**src/rtl/order_entry_pkg.sv**
```systemverilog
// Shared definitions for the order-entry TX encoder and the market-data RX parser:
// frame geometry, side codes, byte offsets and the decoded order command.
package order_entry_pkg;

  localparam int unsigned FRAME_LEN  = 24;
  localparam int unsigned FRAME_BITS = (FRAME_LEN - 1) * 8;  // bytes 0..22; byte 23 is the checksum

  localparam logic [7:0] SIDE_BUY  = 8'h42;
  localparam logic [7:0] SIDE_SELL = 8'h53;

  localparam int unsigned OFS_START  = 0;
  localparam int unsigned OFS_TMPL   = 1;
  localparam int unsigned OFS_SEQ    = 2;
  localparam int unsigned OFS_SYMBOL = 6;
  localparam int unsigned OFS_PRICE  = 14;
  localparam int unsigned OFS_QTY    = 18;
  localparam int unsigned OFS_SIDE   = 22;
  localparam int unsigned OFS_CSUM   = 23;

  typedef struct packed {
    logic [63:0] symbol;
    logic [31:0] price;
    logic [31:0] qty;
    logic [7:0]  side;
  } order_cmd_t;

  typedef enum logic [0:0] {
    ST_IDLE = 1'b0,
    ST_SEND = 1'b1
  } enc_state_t;

  function automatic logic cmd_is_valid(input order_cmd_t c);
    return (c.qty != '0) && ((c.side == SIDE_BUY) || (c.side == SIDE_SELL));
  endfunction

endpackage

```
**src/rtl/order_frame_mux.sv**
```systemverilog
// Combinational byte selector over the latched frame; byte 0 sits in the MSBs and
// the final index returns the externally accumulated checksum.
module order_frame_mux
  import order_entry_pkg::*;
(
  input  logic [FRAME_BITS-1:0] frame,
  input  logic [4:0]            idx,
  input  logic [7:0]            csum,
  output logic [7:0]            byte_out
);

  always_comb begin
    byte_out = '0;
    if (idx == 5'(OFS_CSUM)) begin
      byte_out = csum;
    end else begin
      for (int unsigned i = 0; i < FRAME_LEN - 1; i++) begin
        if (idx == 5'(i)) byte_out = frame[FRAME_BITS-1-8*i -: 8];
      end
    end
  end

endmodule

```
**src/rtl/order_entry_encoder.sv**
```systemverilog
// Serialises one validated order command into a 24-byte binary order frame on a
// valid/ready byte stream, stamping a sequence number and an XOR checksum.
module order_entry_encoder
  import order_entry_pkg::*;
#(
  parameter logic [7:0]  START_BYTE  = 8'hA5,
  parameter logic [7:0]  TEMPLATE_ID = 8'h01,
  parameter logic [31:0] SEQ_INIT    = 32'd1
) (
  input  logic        clk,
  input  logic        rstn,
  input  logic [63:0] order_symbol,
  input  logic [31:0] order_price,
  input  logic [31:0] order_qty,
  input  logic [7:0]  order_side,
  input  logic        order_valid,
  output logic        order_ready,
  output logic [7:0]  tx_data,
  output logic        tx_valid,
  input  logic        tx_ready,
  output logic        tx_last,
  output logic        busy,
  output logic [31:0] frame_count,
  output logic [31:0] reject_count,
  output logic [31:0] seq_num
);

  enc_state_t            state_q, state_d;
  logic [FRAME_BITS-1:0] frame_q;
  logic [4:0]            idx_q;
  logic [7:0]            csum_q;
  logic [7:0]            mux_byte;
  order_cmd_t            cmd;
  logic                  load, reject, byte_ack, frame_done, last_byte;

  always_comb begin
    cmd.symbol = order_symbol;
    cmd.price  = order_price;
    cmd.qty    = order_qty;
    cmd.side   = order_side;
  end

  order_frame_mux u_mux (
    .frame    (frame_q),
    .idx      (idx_q),
    .csum     (csum_q),
    .byte_out (mux_byte)
  );

  assign last_byte = (idx_q == 5'(OFS_CSUM));

  always_comb begin
    state_d     = state_q;
    order_ready = 1'b0;
    tx_valid    = 1'b0;
    tx_last     = 1'b0;
    tx_data     = '0;
    busy        = 1'b0;
    load        = 1'b0;
    reject      = 1'b0;
    byte_ack    = 1'b0;
    frame_done  = 1'b0;
    case (state_q)
      ST_IDLE: begin
        order_ready = 1'b1;
        if (order_valid) begin
          if (cmd_is_valid(cmd)) begin
            load    = 1'b1;
            state_d = ST_SEND;
          end else begin
            reject = 1'b1;
          end
        end
      end
      ST_SEND: begin
        busy     = 1'b1;
        tx_valid = 1'b1;
        tx_data  = mux_byte;
        tx_last  = last_byte;
        if (tx_ready) begin
          byte_ack = 1'b1;
          if (last_byte) begin
            frame_done = 1'b1;
            state_d    = ST_IDLE;
          end
        end
      end
      default: state_d = ST_IDLE;
    endcase
  end

  always_ff @(posedge clk or negedge rstn) begin
    if (!rstn) begin
      state_q      <= ST_IDLE;
      frame_q      <= '0;
      idx_q        <= '0;
      csum_q       <= '0;
      frame_count  <= '0;
      reject_count <= '0;
      seq_num      <= SEQ_INIT;
    end else begin
      state_q <= state_d;
      if (load) begin
        frame_q <= {START_BYTE, TEMPLATE_ID, seq_num, cmd.symbol, cmd.price, cmd.qty, cmd.side};
        idx_q   <= '0;
        csum_q  <= '0;
      end
      if (reject) reject_count <= reject_count + 32'd1;
      if (byte_ack) begin
        idx_q <= idx_q + 5'd1;
        // Start byte is excluded from the checksum; it covers template through side.
        if ((idx_q >= 5'(OFS_TMPL)) && (idx_q <= 5'(OFS_SIDE))) csum_q <= csum_q ^ mux_byte;
      end
      if (frame_done) begin
        frame_count <= frame_count + 32'd1;
        seq_num     <= seq_num + 32'd1;
      end
    end
  end

endmodule

```
**config.mk**
```make
export PLATFORM = sky130hd
export DESIGN_NAME = order_entry_encoder
export DESIGN_NICKNAME = d
export VERILOG_FILES = /design/src/rtl/order_entry_pkg.sv /design/src/rtl/order_frame_mux.sv /design/src/rtl/order_entry_encoder.sv
export SDC_FILE = /design/constraint.sdc
export NUM_CORES = 1
export LEC_CHECK = 0
export CORE_MARGIN = 4
export CORE_UTILIZATION = 58
export DETAILED_ROUTE_END_ITERATION = 16
export GPL_TIMING_DRIVEN = 0
export HOLD_SLACK_MARGIN = 0.06
export PLACE_DENSITY = 0.87
export SYNTH_ARGS = -nofsm -noshare
export SYNTH_HDL_FRONTEND = slang
export SYNTH_SLANG_ARGS = --single-unit
```
**constraint.sdc**
```tcl
create_clock -name clk -period 10.1 [get_ports clk]
set_clock_uncertainty 0.15 [all_clocks]
set_input_delay 1.515 -clock clk [delete_from_list [all_inputs] [get_ports clk]]
set_output_delay 1.515 -clock clk [all_outputs]
set_load 0.005 [all_outputs]
```
# Yosys cells after proc, flatten, opt, wreduce, memory -nomap -nowiden

Index checks and enable logic that the tools add are counted.

Bits in registers: 279
Output and inout bits: 108
Logic and storage cells: 93

Eq/ne operators: 25
$lt $le $gt $ge: 2
Multiplexer cells: 47
Add/subtract/negate cells: 4
Reduce and logical (&&, ||, !) cells: 6
Bitwise operators: 2

Operators by type and width:

| operator              | count |
|---|---|
| $mux 8                | 28 |
| $add 32x1->32 const B | 3 |
| $eq 5x4->1 const B    | 8 |
| $eq 5x5->1 const B    | 8 |
| $reduce_bool 32->1    | 1 |
| $eq 5x3->1 const B    | 4 |
| $eq 8x7->1 const B    | 2 |
| $mux 1                | 16 |
| $eq 5x2->1 const B    | 2 |
| $mux 5                | 2 |
| $xor 8x8->8           | 1 |
| $add 5x1->5 const B   | 1 |
| $eq 5x1->1 const B    | 1 |
| $ge 5x1->1 const B    | 1 |
| $le 5x5->1 const B    | 1 |
| $logic_not 5->1       | 1 |
| $logic_and 1x1->1     | 2 |
| $pmux 1 s2            | 1 |
| $reduce_bool 2->1     | 1 |
| $logic_or 1x1->1      | 1 |
| $not 1->1             | 1 |

# Logic depth before layout (Yosys ltp)

Depth after elaboration: 28
Gate-level depth with buffers: 14
Gate-level depth less buffers: 10

# Hierarchy

Synthesis repeated with hierarchy kept, for this count alone.

Cell total of the unflattened synthesis: 1,218
Area total of the unflattened synthesis: 13,897.1 µm²

By module, submodules not included:

| module              | instances | cells each | sequential area each (µm²) | area an instance (µm²) |
|---|---|---|---|---|
| order_entry_encoder | 1         | 851        | 6,982.9                    | 11,494.8 |
| order_frame_mux     | 1         | 367        | 0.0                        | 2,402.3 |

# Worst setup path after synthesis

OpenSTA, ideal clock, no wires.

Kind: register to output
Start: register idx_q[0]
End: output tx_data[2]
Buffers on the path: 4
Path slack: 5.545 ns
Stages on the path, launching flop included: 14
Arrival: 2.890 ns
Cell sequence: dfrtp_1 > ha_1 > buf_2 > clkbuf_1 > and3_1 > ha_1 > clkbuf_1 > inv_1 > clkbuf_1 > o221ai_1 > a211o_1 > a211oi_2 > a21oi_1 > a21oi_1

Cells in the longest elaborated chain, start to end: 26
Elaborated cells between the ends (all ways): 49
Classes of those cells: eq/ne: 23; mux: 25; reduce/logical: 1

RTL lines:

| what                   | RTL line                   | RTL |
|---|---|---|
| start, declared        | order_entry_encoder.sv:30  | `logic [4:0] idx_q;` |
| start signal, assigned | order_entry_encoder.sv:110 | `idx_q <= idx_q + 5'd1;` |
| $logic_not 5->1        | order_frame_mux.sv:18      | `if (idx == 5'(i)) byte_out = frame[FRAME_BITS-1-8*i -: 8];` |
| $mux 8 (23 in series)  | order_frame_mux.sv:18      |  |
| $mux 8 *               | order_frame_mux.sv:14      | `if (idx == 5'(OFS_CSUM)) begin` |
| $mux 8 *               | order_entry_encoder.sv:63  | `case (state_q)` |
| end, declared          | order_entry_encoder.sv:18  | `output logic [7:0] tx_data,` |

Mark *: on every way between the ends. The rest lies on a longest branch, timed or not.

# Worst setup path in the final report

Start: register idx_q[0]
End: output tx_data[5]

Same word-level chain as after synthesis.

==> impl_metrics.csv <==
group,metric,value,unit
run_status,status,"completed",
die,die-area,26690,µm²
sta,worstMarginPinSlew,1.136,ns
yosys,synth_fa_ha_area_share,0.7149,%
die,start_util,59.29,%
setup_path,worst_setup_path_start_kind,"register",
yosys,yosysWarnings,0,
power_and_ir_drop,internal_power,2.221,mW
clock_tree,cts_buffers,30,
setup_path,cp_max_fo,10,
clock_tree,cts_resized,0,
power_and_ir_drop,power_frac_comb,24.3,%
route,antenna_left,0,
route,drt-initial-drc-count,1422,
yosys,ys_types,87,
clock_tree,cts.path.max_buffers,3,
route,vias_per_cell,6.173,
layout,final_cells,1870,
power_and_ir_drop,power.density,177.1,nW/µm²
layout,final_cell_mix,"278 x dfrtp_1, 246 x clkdlybuf4s50_1, 160 x mux2_2",
yosys,postSynth.asyncResetShare,100.0,%
power_and_ir_drop,pwr-share-seq,40.1,%
die,core,23610,µm²
power_and_ir_drop,p_switching,0.9617,mW
die,ios,248,
layout,final_common_cell,"dfrtp_1",
sta,hold_viol,0,
yosys,ys_seq_elements,279,
yosys,synth_compound_area_share,10.39,%
die,rows,56,
placed_design,place_inst,1816,
power_and_ir_drop,p_leak,8.231,nW
sta,holdWs,0.3053,ns
yosys,post-synth-top-area-fraction,49.69,%
placed_design,gp_congestion,0.9762,
sta,drv_slew,0,
sta,fmax,0.1443,GHz
hold_path,hold_path.class,"reg -> reg",
power_and_ir_drop,p_sw_share,30.22,%
yosys,netlist.top_cell.by_area,"dfrtp_1",
yosys,yosys.area_share.simple,16.67,%
placed_design,hpwlAfterDp,30.91,mm
clock_tree,path_clk_slew,0.06,ns
sta,finalSetupTns,0,ns
sta,slew_headroom,24.13,%
yosys,synth_edf_count,0,
route,num_vias,11543,
layout,nets,1677,
yosys,synth_flop_cell,"dfrtp_1",
die,die_x,163.4,µm
yosys,synth_top_family_by_area,"simple AND/OR/NAND/NOR gates",
clock_tree,clock-sinks,279,
layout,final_util,76.12,%
layout,area_growth,28.38,%
grt,antenna_found_initial,0,
setup_path,crit_buf_inv,6,
setup_path,max_stage_delay,0.52,ns
clock_tree,ctsHoldBuffers,0,
placed_design,dpl-instance-area,16930,µm²
route,drt_pass1_iterations,6,
power_and_ir_drop,p_clk_share,35.6,%
clock_tree,postCtsSetupRepairBufs,0,
job,max_cap_violations,0,
grt,grt_pass1_wl,65.57,mm
yosys,avgSynthCellArea,11.22,µm²
sta,period_share,68.63,%
die,die_h,163.4,µm
yosys,yosys-top-cells-area,"dfrtp_1 50%, mux2_2 13%, xnor2_1 3.9%",
clock_tree,root_buffer,"clkbuf_16",
setup_path,crit_path_frequent_cell,"clkbuf_1",
route,drt-total-wl,42.06,mm
layout,post-route-cell-area,17970,µm²
setup_path,cp_slowest_cell,"clkdlybuf4s50_1",
grt,grt_pass1_vias,11760,
sta,finalCriticalPeriod,6.932,ns
yosys,synth_area,14000,µm²
grt,grt_max_degree,126,
setup_path,cp-end-kind,"primary output",
yosys,yosys-mux-area-fraction,13.01,%
setup_path,worstPathCellList,"ha_1, buf_2, clkbuf_1, and3_1, ha_1, clkbuf_1, inv_1, clkbuf_1, o22ai_1, nor3_1, o21ai_0, a21oi_1, o22a_1, o21ba_1, clkdlybuf4s50_1",
clock_tree,cts_tree,"done",
sta,setup_viol,0,
route,post_drt_wl_per_cell,22.49,µm
setup_path,crit_family,"buffers and inverters",
layout,layout-drive-gt1-share,19.21,%
yosys,syn_inst,1248,
clock_tree,clock_latency,0.55,ns
grt,track_usage,31.20,%
setup_path,cp.required,8.44,ns
yosys,synth.net_count,1396,
sta,rsz0062_at_grt,"no",
placed_design,portBuffers,247,
power_and_ir_drop,ir_worst_vdd,0.1428,mV
clock_tree,h-tree-depth,1,
setup_path,critPathArrivalTime,5.27,ns
yosys,synth_xor_xnor_area_share,5.880,%
route,drc,0,
layout,antennaDiodeCount,0,
setup_path,critPathKind,"reg -> out",
grt,grt_overflow_total,0,
yosys,ys_seq_area_share,49.87,%
==> flip-flops by register name, summed over array words and instances (netlist names) <==
signal	cells
state_q	1
idx_q	5
frame_q	169
csum_q	8
seq_num	32
reject_count	32
frame_count	32
==> power by group through the flow <==
stage | clock network, mW | registers (mW) | logic (mW)
detailed placement | 0 | 1.29 | 0.748
finish | 1.13 | 1.28 | 0.772
floorplan | 0 | 1.27 | 0.452
global route | 1.19 | 1.28 | 0.821
global placement | 0 | 1.29 | 0.732
CTS | 1.14 | 1.27 | 0.753
==> layer usage <==
metal	part of all wire, %	global-route usage [%]
met1	40	41.92
met2	48	51.79
met3	8.6	5.930
met4	3.4	9.798
met5	0	0
==> metrics by stage <==
stage               power (mW)  worst slack (ns)
floorplan                1.721             5.545
global placement         2.021            -4.133
detailed placement       2.039             4.036
CTS                      3.170             3.420
global route             3.297             3.048
finish                   3.183             3.168
==> worst paths after layout <==
path / from / slack, ns / cells after the start / endpoint
min in group asynchronous: rstn / 0.69 / 1 / frame_count[16]
max reg2reg: idx_q[0] / 5.70 / 14 / csum_q[5]
min reg2reg: csum_q[3] / 0.31 / 1 / csum_q[3]
max in group asynchronous: rstn / 8.19 / 2 / frame_q[82]
min: csum_q[3] / 0.31 / 1 / csum_q[3]
max: idx_q[0] / 3.17 / 15 / tx_data[5]
==> worst reg2reg max path, stage by stage (launching register included) <==
cell      delay [ns]
dfrtp_1         0.46
ha_1            0.34
buf_2           0.28
clkbuf_1        0.34
and3_1          0.29
ha_1            0.17
clkbuf_1        0.24
inv_1           0.20
clkbuf_1        0.38
o22ai_1         0.19
nor3_1          0.30
o21ai_0         0.19
a21oi_1         0.41
o22a_1          0.23
o211ai_1        0.10
==> layout make-up <==
type | count | area [µm²]
plain buffers | 74 | 409.1
clock buffers | 42 | 917.1
clock inverters | 12 | 125.1
fillers | 1605 | 5638
inverters | 20 | 75.07
multi-input cells | 875 | 6534
flip-flops and latches | 279 | 6983
well taps | 319 | 399.1
repair buffers | 249 | 2532
==> cells by family after synthesis <==
kind of cell / count (synthesis)
adders and majority gates: 8
AOI/OAI and AO/OA: 214
buffers and inverters: 94
xor gates and xnor gates: 94
and+or+nand+nor: 397
muxes: 162
DFF: 279
==> synthesized netlist by cell type, drive strengths merged (12+ instances only) <==
cell and instances:
and3 28, nor3 23, xnor2 63, o21ai 51, a31oi 12, mux2 160, clkbuf 27, inv 20
nor2 61, xor2 31, nor4 13, nand2 98, dfrtp 278, nand3 36, a21oi 50, and2 18
nand4 28, nor2b 12, buf 47
Note: power is estimated with default switching activity, not from simulation.
